`src/rtl/seg7_pkg.sv`:
```
// Shared types and constants for the seven-segment scan driver.
// Segment vectors are ordered g..a (bit0 = a). The font is active-high;
// polarity is applied in seg7_glyph.
package seg7_pkg;

  typedef logic [6:0] seg_t;

  // Active-high "all segments off".
  localparam seg_t SEG_OFF = 7'h00;

  // Standard hex font: 0-9, A, b, C, d, E, F (active-high, bit0 = a).
  localparam seg_t FONT [16] = '{
    7'h3F, 7'h06, 7'h5B, 7'h4F, 7'h66, 7'h6D, 7'h7D, 7'h07,
    7'h7F, 7'h6F, 7'h77, 7'h7C, 7'h39, 7'h5E, 7'h79, 7'h71
  };

  typedef enum logic {
    DEAD  = 1'b0,
    DRIVE = 1'b1
  } state_t;

endpackage

```
`src/rtl/seg7_glyph.sv`:
```
// Combinational glyph generator: nibble + blank + dp -> pin-polarity segments.
// Ports:
//   nibble  hex value to render
//   blank   1 = segments dark (dp is still honoured)
//   dp      decimal point enable
//   seg_c   segments g..a in pin polarity
//   dp_c    decimal point in pin polarity
module seg7_glyph
  import seg7_pkg::*;
#(
  parameter int unsigned ACTIVE_LOW = 1
) (
  input  logic [3:0] nibble,
  input  logic       blank,
  input  logic       dp,
  output seg_t       seg_c,
  output logic       dp_c
);

  seg_t seg_raw;

  // Font lookup, then polarity.
  always_comb begin
    seg_raw = blank ? SEG_OFF : FONT[nibble];
    seg_c   = (ACTIVE_LOW != 0) ? ~seg_raw : seg_raw;
    dp_c    = (ACTIVE_LOW != 0) ? ~dp : dp;
  end

endmodule

```
`src/rtl/seg7_scan_driver.sv`:
```
// Time-multiplexed NDIGITS seven-segment driver with tear-free updates,
// inter-digit dead time, blanking, decimal points and leading-zero suppression.
// Optional macro SEG7_SCAN_DIM_EN adds bright_in[3:0] (PWM dimming inside the
// DRIVE window, sampled at the frame boundary).
// Ports:
//   clk, rst            clock, asynchronous active-high reset
//   wr_en               strobe capturing wr_data/dp_in/blank_in into pending
//   wr_data             hex nibbles, nibble 0 = rightmost digit
//   dp_in, blank_in     per-digit decimal point / force-dark
//   lz_en               leading-zero suppression (live)
//   bright_in           brightness 0..15 (SEG7_SCAN_DIM_EN only)
//   seg_o, dp_o, an_o   display pins (registered, polarity ACTIVE_LOW)
//   frame_o             one-cycle pulse on the first DEAD cycle of a frame
//   pend_o              pending data not yet committed to shadow
module seg7_scan_driver
  import seg7_pkg::*;
#(
  parameter int unsigned NDIGITS    = 6,
  parameter int unsigned DIV        = 50000,
  parameter int unsigned DEAD_CYC   = 64,
  parameter int unsigned ACTIVE_LOW = 1
) (
  input  logic                   clk,
  input  logic                   rst,
  input  logic                   wr_en,
  input  logic [4*NDIGITS-1:0]   wr_data,
  input  logic [NDIGITS-1:0]     dp_in,
  input  logic [NDIGITS-1:0]     blank_in,
  input  logic                   lz_en,
`ifdef SEG7_SCAN_DIM_EN
  input  logic [3:0]             bright_in,
`endif
  output seg_t                   seg_o,
  output logic                   dp_o,
  output logic [NDIGITS-1:0]     an_o,
  output logic                   frame_o,
  output logic                   pend_o
);

  localparam int unsigned MAXC  = (DIV > DEAD_CYC) ? DIV : DEAD_CYC;
  localparam int unsigned CNT_W = (MAXC > 1) ? $clog2(MAXC) : 1;
  localparam int unsigned IDX_W = (NDIGITS > 1) ? $clog2(NDIGITS) : 1;

  localparam logic                AL_BIT   = (ACTIVE_LOW != 0);
  localparam logic [NDIGITS-1:0]  AN_OFF   = {NDIGITS{AL_BIT}};
  localparam seg_t                SEG_INACT = {7{AL_BIT}};

  state_t               state_q, state_d;
  logic [CNT_W-1:0]     cnt_q, cnt_d;
  logic [IDX_W-1:0]     idx_q, idx_d;
  logic                 boundary_c;

  logic [4*NDIGITS-1:0] pend_data, shad_data;
  logic [NDIGITS-1:0]   pend_dp, pend_blank, shad_dp, shad_blank;

  logic                 lit_c;
  logic                 supp_c;
  logic [3:0]           nib_c;
  seg_t                 glyph_seg_c;
  logic                 glyph_dp_c;
  logic [NDIGITS-1:0]   an_c;
  seg_t                 seg_c;
  logic                 dp_c;
  logic                 frame_c;

  // Scan state register.
  always_ff @(posedge clk or posedge rst) begin
    if (rst) begin
      state_q <= DEAD;
      cnt_q   <= '0;
      idx_q   <= '0;
    end else begin
      state_q <= state_d;
      cnt_q   <= cnt_d;
      idx_q   <= idx_d;
    end
  end

  // Scan next-state: DEAD_CYC dark cycles, then DIV cycles driving idx.
  always_comb begin
    state_d    = state_q;
    cnt_d      = cnt_q + CNT_W'(1);
    idx_d      = idx_q;
    boundary_c = 1'b0;
    case (state_q)
      DEAD: begin
        if (cnt_q == CNT_W'(DEAD_CYC - 1)) begin
          state_d = DRIVE;
          cnt_d   = '0;
        end
      end
      DRIVE: begin
        if (cnt_q == CNT_W'(DIV - 1)) begin
          state_d = DEAD;
          cnt_d   = '0;
          if (idx_q == IDX_W'(NDIGITS - 1)) begin
            idx_d      = '0;
            boundary_c = 1'b1;
          end else begin
            idx_d = idx_q + IDX_W'(1);
          end
        end
      end
      default: begin
        state_d = DEAD;
        cnt_d   = '0;
        idx_d   = '0;
      end
    endcase
  end

  // Pending/shadow pair; shadow only changes on the frame boundary.
  always_ff @(posedge clk or posedge rst) begin
    if (rst) begin
      pend_data  <= '0;
      pend_dp    <= '0;
      pend_blank <= '0;
      shad_data  <= '0;
      shad_dp    <= '0;
      shad_blank <= '0;
      pend_o     <= 1'b0;
    end else if (boundary_c) begin
      if (wr_en) begin
        shad_data  <= wr_data;
        shad_dp    <= dp_in;
        shad_blank <= blank_in;
      end else if (pend_o) begin
        shad_data  <= pend_data;
        shad_dp    <= pend_dp;
        shad_blank <= pend_blank;
      end
      pend_o <= 1'b0;
    end else if (wr_en) begin
      pend_data  <= wr_data;
      pend_dp    <= dp_in;
      pend_blank <= blank_in;
      pend_o     <= 1'b1;
    end
  end

`ifdef SEG7_SCAN_DIM_EN
  logic [3:0] bright_q;

  // Brightness is frame-synchronous like the display data.
  always_ff @(posedge clk or posedge rst) begin
    if (rst) begin
      bright_q <= 4'hF;
    end else if (boundary_c) begin
      bright_q <= bright_in;
    end
  end

  // Lit for the first ((bright+1)*DIV)/16 cycles of the DRIVE window.
  always_comb begin
    lit_c = (32'(cnt_q) < (((32'(bright_q) + 32'd1) * 32'(DIV)) >> 4));
  end
`else
  always_comb begin
    lit_c = 1'b1;
  end
`endif

  // Current digit select; suppressed when it and every digit above it are 0.
  always_comb begin
    nib_c  = shad_data[{idx_q, 2'b00} +: 4];
    supp_c = lz_en && (idx_q != '0) && ((shad_data >> {idx_q, 2'b00}) == '0);
  end

  seg7_glyph #(
    .ACTIVE_LOW (ACTIVE_LOW)
  ) u_glyph (
    .nibble (nib_c),
    .blank  (shad_blank[idx_q] | supp_c),
    .dp     (shad_dp[idx_q]),
    .seg_c  (glyph_seg_c),
    .dp_c   (glyph_dp_c)
  );

  // Pin values for the current scan state; inactive unless driving and lit.
  always_comb begin
    an_c    = AN_OFF;
    seg_c   = SEG_INACT;
    dp_c    = AL_BIT;
    frame_c = (state_q == DEAD) && (cnt_q == '0) && (idx_q == '0);
    if ((state_q == DRIVE) && lit_c) begin
      an_c  = (NDIGITS'(1) << idx_q) ^ AN_OFF;
      seg_c = glyph_seg_c;
      dp_c  = glyph_dp_c;
    end
  end

  // Output pins: one cycle behind the scan state, dark while in reset.
  always_ff @(posedge clk or posedge rst) begin
    if (rst) begin
      an_o    <= AN_OFF;
      seg_o   <= SEG_INACT;
      dp_o    <= AL_BIT;
      frame_o <= 1'b0;
    end else begin
      an_o    <= an_c;
      seg_o   <= seg_c;
      dp_o    <= dp_c;
      frame_o <= frame_c;
    end
  end

endmodule

```
`config.mk`:
```
export PLATFORM = sky130hd
export DESIGN_NAME = seg7_scan_driver
export DESIGN_NICKNAME = d
export VERILOG_FILES = /design/src/rtl/seg7_pkg.sv /design/src/rtl/seg7_glyph.sv /design/src/rtl/seg7_scan_driver.sv
export SDC_FILE = /design/constraint.sdc
export NUM_CORES = 1
export LEC_CHECK = 0
export CORE_MARGIN = 1.5
export CORE_UTILIZATION = 57
export DETAILED_ROUTE_END_ITERATION = 8
export PLACE_DENSITY = 0.8
export SLEW_MARGIN = 5
export SYNTH_ARGS = -nofsm -noshare
export SYNTH_HDL_FRONTEND = slang
export SYNTH_SLANG_ARGS = --single-unit
```
`constraint.sdc`:
```
create_clock -name clk -period 4.2 [get_ports clk]
set_clock_uncertainty 0.15 [all_clocks]
set_input_delay 0.42 -clock clk [delete_from_list [all_inputs] [get_ports clk]]
set_output_delay 0.42 -clock clk [all_outputs]
set_load 0.005 [all_outputs]
```
== After elaboration in Yosys (flattened, before gate mapping) ==
Memory sizes are Yosys's and may differ from the RTL's.
Cells that the tools add are included.

* Order comparisons: 2
* Add/sub/neg operators: 2
* Equal/unequal tests: 3
* Mux-type cells: 28
* Reduce and logical (&&, ||, !) cells: 13
* Shift-type cells: 3
* Bitwise logic cells: 7

{| class="wikitable"
|+ Operator list
! cell !! count
|-
| 24-bit two-way mux || 2
|-
| 16-bit two-way mux || 2
|-
| 16-bit one-hot mux with 2 select lines || 1
|-
| 6-bit two-way mux || 5
|-
| 7-bit two-way mux || 4
|-
| 24-bit zero test || 1
|-
| 24-bit by 6-bit indexed part select with 4-bit output || 1
|-
| 24-bit by 5-bit right shift with 24-bit output || 1
|-
| 16-bit by 1-bit adder with 16-bit output, second input constant || 1
|-
| 16-bit equality test, second input constant || 1
|-
| 16-bit by 6-bit equality test with 1-bit output, second input constant || 1
|-
| 16-bit zero test || 1
|-
| 1-bit two-way mux || 10
|-
| 7-bit NOT || 1
|-
| 1-bit binary-select mux with 3-bit select || 2
|-
| 6-bit NOT || 1
|-
| 2-bit AND reduction || 3
|-
| 1-bit by 3-bit << shifter with 6-bit output, first input constant || 1
|-
| 5-bit greater-or-equal comparator, second input constant || 1
|-
| 4-bit NOT with 5-bit output || 1
|-
| 1-bit logical AND || 4
|-
| 3-bit by 4-bit less-than comparator with 1-bit output, second input constant || 1
|-
| 2-bit nonzero test || 2
|-
| 3-bit by 1-bit adder with 3-bit output, second input constant || 1
|-
| other kinds (7) || 9
|}

* Memories kept: 1
* Bits in registers: 108
* Output and inout bits: 16
* Bits of input ports: 40
* Memory bits (read-only): 112
* Logic and storage cells: 73

{| class="wikitable"
|+ Memory list
! memory !! words !! width !! read ports !! clocked after Yosys merged registers in !! wr ports !! RTL line !! text
|-
| (name not given) || 16 || 7 || 1 || 0 || 0 || seg7_glyph.sv:24 || <nowiki>seg_raw = blank ? SEG_OFF : FONT[nibble];</nowiki>
|}

== Longest topological paths before layout ==
Gate-level depths: netlist (run 1).

* Depth after elaboration: 8
* Depth in mapped cells: 11
* Gate-level depth less buffers: 9

== Modules after synthesis ==
A second synthesis (run 1) with hierarchy kept.

* Cell total of the unflattened synthesis: 428
* Area, all modules: 5393.9 um^2

{| class="wikitable"
|+ By module, submodules not included
! module !! times used !! cells an instance !! area each (um^2)
|-
| seg7_scan_driver || 1 || 394 || 5128.7
|-
| seg7_glyph || 1 || 34 || 265.3
|}

== Worst setup path before layout (run 1) ==
No wires, ideal clock.

* Path type: register -> register
* Start point: register idx_q[0]
* End point: register seg_o[3]
* Setup time: 0.111 ns
* Slack: 1.365 ns
* Path buffers: 2
* Period minus slack after synthesis: 2.835 ns
* Required time: 3.939 ns
* Data arrival time: 2.574 ns
* Cell stages (with the launch flop): 12
* Path through: dfrtp_1 -> buf_2 -> buf_2 -> mux2i_1 -> o22a_1 -> o21ai_0 -> inv_1 -> ha_1 -> o311ai_0 -> a2111oi_0 -> a211oi_2 -> o311ai_0

* Cells in the longest elaborated chain, start to end: 8
* Elaborated cells between the ends (all ways): 16
* Classes of those cells: shift: 2; mux: 6; bitwise: 3; reduce/logical: 4; memory: 1

{| class="wikitable"
|+ Ends and longest elaborated chain
! what !! RTL line !! text
|-
| from (decl) || seg7_scan_driver.sv:50 || <nowiki>logic [IDX_W-1:0] idx_q, idx_d;</nowiki>
|-
| from (signal assigned) || seg7_scan_driver.sv:75 || <nowiki>idx_q <= idx_d;</nowiki>
|-
| 24-bit by 6-bit indexed part select with 4-bit output || seg7_scan_driver.sv:165 || <nowiki>nib_c = shad_data[{idx_q, 2'b00} +: 4];</nowiki>
|-
| 4-bit NOT with 5-bit output (not written as such) || seg7_glyph.sv:24 ||
|-
| memory 16 x 7 bit || - ||
|-
| 7-bit two-way mux (not written as such) (2 in series) || seg7_glyph.sv:24 ||
|-
| 7-bit two-way mux (*) || seg7_glyph.sv:24 ||
|-
| 7-bit NOT (*) || seg7_glyph.sv:25 || <nowiki>seg_c = (ACTIVE_LOW != 0) ? ~seg_raw : seg_raw;</nowiki>
|-
| 7-bit two-way mux (*) || seg7_scan_driver.sv:185 || <nowiki>if ((state_q == DRIVE) && lit_c) begin</nowiki>
|-
| named net seg_c[3] || seg7_scan_driver.sv:62 || <nowiki>seg_t seg_c;</nowiki>
|-
| to (signal assigned) || seg7_scan_driver.sv:201 || <nowiki>seg_o <= seg_c;</nowiki>
|-
| to (decl) || seg7_scan_driver.sv:33 || <nowiki>output seg_t seg_o,</nowiki>
|}

Mark *: on every way through the listed nets, which the timed path passes. The rest lies on a longest branch. The select of a mux whose other input is x is not followed.
A chain may end at the register's enable or synchronous reset.

== Final worst setup path (run 1) ==
Ends and elaborated chain as after synthesis.

==> metrics.yaml, run 1 <==
status: "finished, final reports clean"
period_needed_ps: 3390
rsz0062_at_grt: "no"
synth-seq-area-share_pct: 51.1
nets: 518
clkTransAtPathRegs_ps: 100
die_w_um: 99.7
irDropWorstVdd_mv: 0.157
io_pins: 56
hold_violations: 0
htreeDepth: 3
slew_viol_final: 0
drt-total-wl_mm: 10.0
cpMostUsedCell: "o311ai_0"
yosys.area_share.simple_pct: 10.2
synth_top_family_by_area: "multiplexers"
final.setup.tns_ps: 0
leakagePower_nw: 2.59
cts_buffers: 9
post_cts_resized: 0
overflow: 0
synth.avg_cell_area_um2: 12.7
clk_path_buf_depth: 2
synth.net_count: 467
cp_slowest_cell: "dfrtp_1"
netlist_instances: 418
dp_cells: 569
cp-start-kind: "flip-flop"
yosys.area_share.xor_xnor_pct: 2.30
synth_cell_types: 50
required_ps: 4310
drtIter0Drc: 255
grt_pass1_vias: 3441
cts_setup_buffers: 0
tightest_slew_ps: 1100
post-route-period-util_pct: 80.7
setup_viol: 0
synth-main-ff-cell: "dfrtp_1"
cts_tree: "done"
dp_hpwl_mm: 7.14
num_antenna_cells: 0
p_per_area_nw_per_um2: 320
synth-seq-cells: 108
max-slew-margin-rel_pct: 26.9
track_usage_pct: 21.9
setup.worst_path.class: "reg -> reg"
final_common_cell: "mux2_2"
dieArea_um2: 9930
synth_edf_count: 0
clkLatencyLatePin_ps: 370
drc: 0
place.gp.congestion: 0.885
ctsHoldBuffers: 0
synthMuxAreaShare_pct: 26.7
synthArstFlopShare_pct: 100
syn-cell-area_um2: 5330
grt_max_degree: 92
die_h_um: 99.7
dr.pass1.iters: 5
place.port_buffers: 55
core_area_um2: 9150
drive_above_1_share_pct: 31.0
rows: 35
cts_sinks: 108
cap_viol_max_count: 0
fmaxAchievable_ghz: 0.295
grt_first_pass_wirelength_mm: 17.0
cp_cell_sequence: "mux4_2 > nand2_1 > o21ai_0 > inv_1 > ha_1 > o311ai_0 > a2111oi_0 > a211oi_2 > o311ai_0"
finalNonFillerCells: 585
arrival_ps: 3500
end_kind: "flip-flop"
synth_warnings: 0
synth_compound_area_share_pct: 4.82
postRouteAntennaNets: 0
wl_per_cell_um: 17.1
area_growth_pct: 15.7
final_cell_mix: "mux2_2, dfrtp_1, clkdlybuf4s50_1"
drt-vias-per-instance: 5.92
antenna_found_initial: 0
hold_path_class: "reg -> reg"
slowest_delay_ps: 830
clock-root-buffer: "clkbuf_8"
synthAdderAreaFrac_pct: 2.11
crit_fanout: 18
vias: 3464
initial_core_util_pct: 58.2
kinds of logic after synthesis:
group / Yosys count
adders and majority gates: 9
and+or+nand+nor: 97
xor gates and xnor gates: 14
DFF: 108
muxes: 126
AOI/OAI and AO/OA: 35
buffers and inverters: 29
stage by stage:
stage / setup slack, ps / hold slack (ps) / total power [mW] / util, % / area, um^2
after floorplan: 808 / 302 / 1.26 / - / 5330
final: 809 / 345 / 1.97 / 67.3 / 6160
after global routing: 560 / 366 / 2.05 / 67.3 / 6160
after global placement: 1020 / 323 / 1.33 / 65.0 / 5950
after CTS: 795 / 348 / 1.99 / 67.3 / 6160
after detailed placement: 843 / 328 / 1.34 / 65.0 / 5950
layer usage:
| metal | GRT usage (%) | wire, um | vias to the layer above | share of wire, % |
|---|---|---|---|---|
| li1 | - | - | 1616 | - |
| met1 | 30.7 | 4610 | 1741 | 46 |
| met2 | 35.0 | 4920 | 93 | 49 |
| met3 | 3.09 | 354 | 14 | 3.5 |
| met4 | 7.91 | 142 | 0 | 1.4 |
| met5 | 0 | 0 | - | 0 |
worst max-delay path, delay by kind of cell (launching register included):
family	cells	cell delay, ps
flops	1	830
buf+inv	1	200
fa+ha+maj	1	190
compound gates	5	1280
mux	1	580
simple gates	1	70
registers in the layout (all words and copies together), names as in the netlist:
register    flops
seg_o           7
dp_o            1
shad_dp         6
frame_o         1
an_o            6
cnt_q          16
shad_blank      6
idx_q           3
pend_o          1
pend_dp         6
state_q         1
pend_blank      6
pend_data      24
shad_data      24
Yosys cell counts, types with 4 or more instances:
library cell	count	share of area (%)
o21ai_0	7	0.66
o221ai_1	4	0.66
nand4_1	4	0.47
nand2b_1	4	0.47
nand2_1	18	1.3
clkbuf_1	9	0.63
dfrtp_1	94	44
and3_1	4	0.47
a21oi_1	4	0.38
ha_1	9	2.1
nor4_1	7	0.82
mux2i_1	14	2.6
dfstp_2	14	6.9
and4_1	4	0.66
mux2_1	10	2.1
nor3_1	4	0.38
xnor2_1	8	1.3
and2_1	5	0.59
nor2_1	22	1.6
mux2_2	100	21
nand3_1	10	0.94
inv_1	9	0.63
o311ai_0	4	0.66
xor2_1	6	0.99
path summary, 6_finish.rpt:
| check | start | to | slack [ps] | cells past startpoint |
|---|---|---|---|---|
| setup / recovery | idx_q[0] | seg_o[3] | 810 | 9 |
| hold / removal | shad_blank[3] | shad_blank[3] | 340 | 1 |
| setup reg to reg | idx_q[0] | seg_o[3] | 810 | 9 |
| hold reg to reg | shad_blank[3] | shad_blank[3] | 340 | 1 |
| max in group asynchronous | rst | seg_o[6] | 2440 | 3 |
| min in group asynchronous | rst | cnt_q[8] | 520 | 2 |
cell type report:
cell class | count | area, um^2
clock buffers | 10 | 138
fillers | 692 | 2990
multi-input cells | 281 | 2470
repair buffers | 60 | 588
flip-flops and latches | 108 | 2720
inverters | 9 | 36.3
clock inverters | 6 | 71.3
well taps | 111 | 139
report_power, final:
part | leakage, nW | switching, mW | internal (mW)
Combinational | 1.15 | 0.0826 | 0.117
Sequential | 1.34 | 0.0274 | 1.09
Clock | 0.0991 | 0.362 | 0.296
Total | 2.59 | 0.472 | 1.50
No activity file was read; power rests on OpenSTA's default activity.
==> inputs of run 2 (changes only) <==
==> constraint.sdc (replaced) <==
create_clock -name clk -period 3.4 [get_ports clk]
set_clock_uncertainty 0.15 [all_clocks]
set_input_delay 0.34 -clock clk [delete_from_list [all_inputs] [get_ports clk]]
set_output_delay 0.34 -clock clk [all_outputs]
set_load 0.005 [all_outputs]
==> run 2 against run 1 <==
  * First-iteration DRC count down 48%
  * Count of clock-buffer cells in the layout is 1 lower
  * Global-route usage is 0.11 points higher
  * Critical path type unchanged
==> metrics.yaml, run 2 (synthesis gave the netlist of run 1 again) <==
global_route.peak_usage_layer: "met2"
cts_buffers: 9
required_ps: 3500
use_met2_pct: 34.6
path_delay_family: "compound AO/OA/AOI/OAI gates"
p_comb_share_pct: 10.7
tightest_slew_ps: 655
power.switching_mw: 0.577
htreeDepth: 3
cp-start-kind: "flip-flop"
drc: 0
irDropWorstVdd_mv: 0.288
multiInputGateArea_um2: 2470
drt-total-wl_mm: 10.0
leakagePower_nw: 2.59
final_core_util_pct: 67.4
clock_power_share_pct: 30.4
clkLatencyLatePin_ps: 360
hold_path_class: "in -> async"
post-route-period-util_pct: 90.5
dieArea_um2: 9930
use_met1_pct: 31.7
final_common_cell: "mux2_2"
overflow: 0
top_regs: "pend_data: 24 flops, shad_data: 24 flops, cnt_q: 16 flops"
grt_max_degree: 58
vias: 3418
p_sw_share_pct: 24.7
drtIter0Drc: 132
cts_tree: "done"
track_usage_pct: 22.0
startpoint: "idx_q[1]"
rsz0062_at_grt: "no"
cap_viol_max_count: 0
setup_viol: 0
die_w_um: 99.7
grt_pass1_vias: 3481
antenna_found_initial: 0
cp_slowest_cell: "dfrtp_1"
fmaxAchievable_ghz: 0.325
clkTransAtPathRegs_ps: 110
initial_core_util_pct: 58.2
max-slew-margin-rel_pct: 56.3
slew_viol_final: 0
p_seq_share_pct: 58.9
cp_cell_sequence: "or2_2 > o22a_1 > o21ai_1 > inv_1 > ha_1 > o311ai_0 > a2111oi_0 > a211oi_2 > o311ai_0"
rows: 35
num_antenna_cells: 0
slowest_delay_ps: 570
p_per_area_nw_per_um2: 379
clk_path_buf_depth: 2
placed_area_um2: 6000
place.port_buffers: 55
fin_ws_ps: 324
core_area_um2: 9150
seq_area_um2: 2720
drive_above_1_share_pct: 31.3
cts_setup_buffers: 0
grt_first_pass_wirelength_mm: 17.3
arrival_ps: 3170
finalNonFillerCells: 587
die_h_um: 99.7
drt-vias-per-instance: 5.82
worst-path-buf-inv: 1
place.gp.congestion: 0.976
nets: 521
clock-root-buffer: "clkbuf_8"
p_int_mw: 1.76
r2r-start: "idx_q[1]"
postRouteAntennaNets: 0
ctsHoldBuffers: 0
dp_slack_ps: 321
final.setup.tns_ps: 0
wl_per_cell_um: 17.1
post_cts_resized: 0
io_pins: 56
hold_violations: 0
end_kind: "flip-flop"
setup.worst_path.class: "reg -> reg"
period_needed_ps: 3080
fillers: 681
cts_sinks: 108
status: "finished, final reports clean"
met3_usage_pct: 3.37
final_cell_mix: "mux2_2, dfrtp_1, clkdlybuf4s50_1"
dp_hpwl_mm: 7.33
dp_cells: 572
cpMostUsedCell: "o311ai_0"
crit_fanout: 18
fin_area_um2: 6170
area_growth_pct: 15.9
dr.pass1.iters: 4
==> run 2: power groups by stage <==
stage | Sequential (mW) | Clock (mW) | Combinational, mW
after floorplan | 1.39 | 0 | 0.165
after global placement | 1.40 | 0 | 0.247
after detailed placement | 1.40 | 0 | 0.254
after CTS | 1.38 | 0.732 | 0.256
after global routing | 1.39 | 0.788 | 0.276
final | 1.38 | 0.710 | 0.251
==> run 2: metrics by stage <==
| step | power [mW] | hold slack, ps |
|---|---|---|
| 5_1_grt | 2.45 | 304 |
| 3_5_place_dp | 1.66 | 331 |
| 4_1_cts | 2.36 | 286 |
| 2_1_floorplan | 1.55 | 302 |
| 6_report | 2.34 | 249 |
| 3_3_place_gp | 1.64 | 324 |
==> run 2: routing by layer <==
metal  part of all wire, %  up-vias
li1                      -     1617
met1                    47     1708
met2                    49       76
met3                   3.5       17
met4                   1.4        0
met5                     0        -
==> run 2: final cells by class <==
class	instances	share of cell area, %
tap	111	2.25
timing repair buffer	63	10.3
multi-input combinational	281	40.0
clock buffer	9	2.01
inverter	9	0.588
sequential	108	44.1
clock inverter	6	0.791
==> run 2: worst paths after layout <==
kind                       depth (start not counted)       endpoint  slack (ps)
max                                                9       seg_o[3]         320
max reg2reg                                        9       seg_o[3]         320
min reg2reg                                        1  shad_blank[4]         350
max in group asynchronous                          3  shad_data[13]        2100
min                                                2  pend_blank[4]         250
min in group clk                                   1  shad_blank[4]         350
==> inputs of run 3 (changes only) <==
--- a/config.mk
+++ b/config.mk
@@ -6,9 +6,9 @@
 export NUM_CORES = 1
 export LEC_CHECK = 0
 export CORE_MARGIN = 1.5
-export CORE_UTILIZATION = 57
+export CORE_UTILIZATION = 51
 export DETAILED_ROUTE_END_ITERATION = 8
-export PLACE_DENSITY = 0.8
+export PLACE_DENSITY = 0.76
 export SLEW_MARGIN = 5
 export SYNTH_ARGS = -nofsm -noshare
 export SYNTH_HDL_FRONTEND = slang
==> constraint.sdc (replaced) <==
create_clock -name clk -period 2.5 [get_ports clk]
set_clock_uncertainty 0.15 [all_clocks]
set_input_delay 0.25 -clock clk [delete_from_list [all_inputs] [get_ports clk]]
set_output_delay 0.25 -clock clk [all_outputs]
set_load 0.005 [all_outputs]
==> run 3 against run 2 <==
  * Worst hold slack got worse by 98 ps
  * Combinational power up 55%
  * Count of clock-buffer cells in the layout up 1
  * Sequential share of layout area is 3.4 points lower
  * Setup slack worse by 300 ps
  * Die area grew 11%
  * Global-route usage fell by 1.8 points
  * Routed wire length grew 16%
  * Non-clock buffer count rose by 24
  * Via count up 5.4%
  * Sequential cell count did not move
  * Core utilization shrank 2.1 points
==> metrics.yaml, run 3 (synthesis gave the netlist of run 1 again) <==
cp-start-kind: "flip-flop"
overflow: 0
cp_cell_sequence: "or4_4 > nor2_4 > nand4_1 > o21ai_4 > buf_12 > clkbuf_16 > mux2_2"
drive_above_1_share_pct: 36.9
whs_ps: 151
max-slew-margin-rel_pct: 60.9
cp_slowest_cell: "or4_4"
fin_ws_ps: 28.9
p_seq_share_pct: 54.2
die_h_um: 105
place.gp.congestion: 0.849
grt_max_degree: 109
postRouteAntennaNets: 0
fmaxAchievable_ghz: 0.405
irDropWorstVdd_mv: 0.314
nets: 545
drtIter0Drc: 139
post-route-period-util_pct: 98.8
slowest_delay_ps: 570
top_regs: "pend_data: 24 flops, shad_data: 24 flops, cnt_q: 16 flops"
leakagePower_nw: 2.86
p_total_mw: 3.46
track_usage_pct: 20.1
core_area_um2: 10200
clkTransAtPathRegs_ps: 100
final_common_cell: "dfrtp_1"
placed_area_um2: 6120
dp_hpwl_mm: 7.11
dieArea_um2: 11100
drt-total-wl_mm: 11.6
rows: 37
p_sw_share_pct: 23.3
crit_fanout: 7
power.switching_mw: 0.807
rsz0062_at_grt: "yes"
clkLatencyLatePin_ps: 370
p_per_area_nw_per_um2: 517
period_needed_ps: 2470
hold_violations: 0
required_ps: 2610
cts_tree: "done"
clk_path_buf_depth: 2
htreeDepth: 3
setup_viol: 0
arrival_ps: 2580
clock_power_share_pct: 34.6
cts_buffers: 9
die_w_um: 105
drc: 0
setup.worst_path.class: "reg -> reg"
grt_first_pass_wirelength_mm: 17.8
place.port_buffers: 55
fin_area_um2: 6690
wl_per_cell_um: 18.2
end_kind: "flip-flop"
status: "finished, final reports clean"
dr.pass1.iters: 4
antenna_found_initial: 0
num_antenna_cells: 0
area_growth_pct: 25.5
final_cell_mix: "dfrtp_1, mux2_2, clkdlybuf4s50_1"
cts_sinks: 108
tightest_slew_ps: 581
io_pins: 56
worst-path-buf-inv: 2
initial_core_util_pct: 52.1
clock-root-buffer: "clkbuf_8"
path_delay_family: "simple AND/OR/NAND/NOR gates"
grt_pass1_vias: 3612
ctsHoldBuffers: 0
vias: 3604
hold_path_class: "in -> reg"
slew_viol_final: 0
p_comb_share_pct: 11.2
drt-vias-per-instance: 5.66
cap_viol_max_count: 0
p_int_mw: 2.65
dp_slack_ps: -106
[run 3: final cells by class]
| cell class | instances | area, um^2 |
|---|---|---|
| clock buffer | 10 | 138 |
| clock inverter | 6 | 86.3 |
| fill | 735 | 3540 |
| inverter | 9 | 37.5 |
| multi-input combinational | 281 | 2560 |
| sequential | 108 | 2720 |
| tap | 136 | 170 |
| timing repair buffer | 87 | 971 |
[run 3: final timing paths]
check	to	startpoint	slack, ps	depth (start not counted)
max	pend_data[2]	cnt_q[10]	30	7
min	pend_o	wr_en	150	3
max reg2reg	pend_data[2]	cnt_q[10]	30	7
min reg2reg	shad_blank[4]	shad_blank[4]	360	1
max in group asynchronous	shad_blank[4]	rst	1530	3
min in group asynchronous	cnt_q[9]	rst	190	3
[run 3: metal layers]
metal	wire [um]	share of wire, %	GRT usage [%]
met5	0	0	0
met4	217	1.9	7.63
met1	5420	47	27.8
met2	5570	48	32.4
met3	409	3.5	2.68
[run 3: metrics by stage]
| stage | setup TNS [ps] | utilization, % | instances |
|---|---|---|---|
| after floorplan | -28.5 | - | 418 |
| after global placement | 0 | 59.8 | 605 |
| after detailed placement | -177 | 59.8 | 605 |
| after CTS | 0 | 62.7 | 625 |
| after global routing | -1060 | 65.4 | 637 |
| final | 0 | 65.4 | 637 |
[run 3: tightest hold or removal path, cell delays in order]
cell    delay [ps]
buf_2          170
nor2_1         110
nor2_1         110
[run 3: power by group through the flow]
stage	logic [mW]	clock network, mW	registers [mW]
6_report	0.388	1.20	1.87
5_1_grt	0.423	1.28	1.88
4_1_cts	0.352	1.21	1.87
3_5_place_dp	0.346	0	1.90
3_3_place_gp	0.339	0	1.90
2_1_floorplan	0.225	0	1.89
[run 3: timing repair]
action                     in CTS  in global routing
pin swaps                       3                  6
setup endpoints to repair       7                 43
buffers inserted                3                  6
cloned                          1                  6
gates resized for setup         8                 20
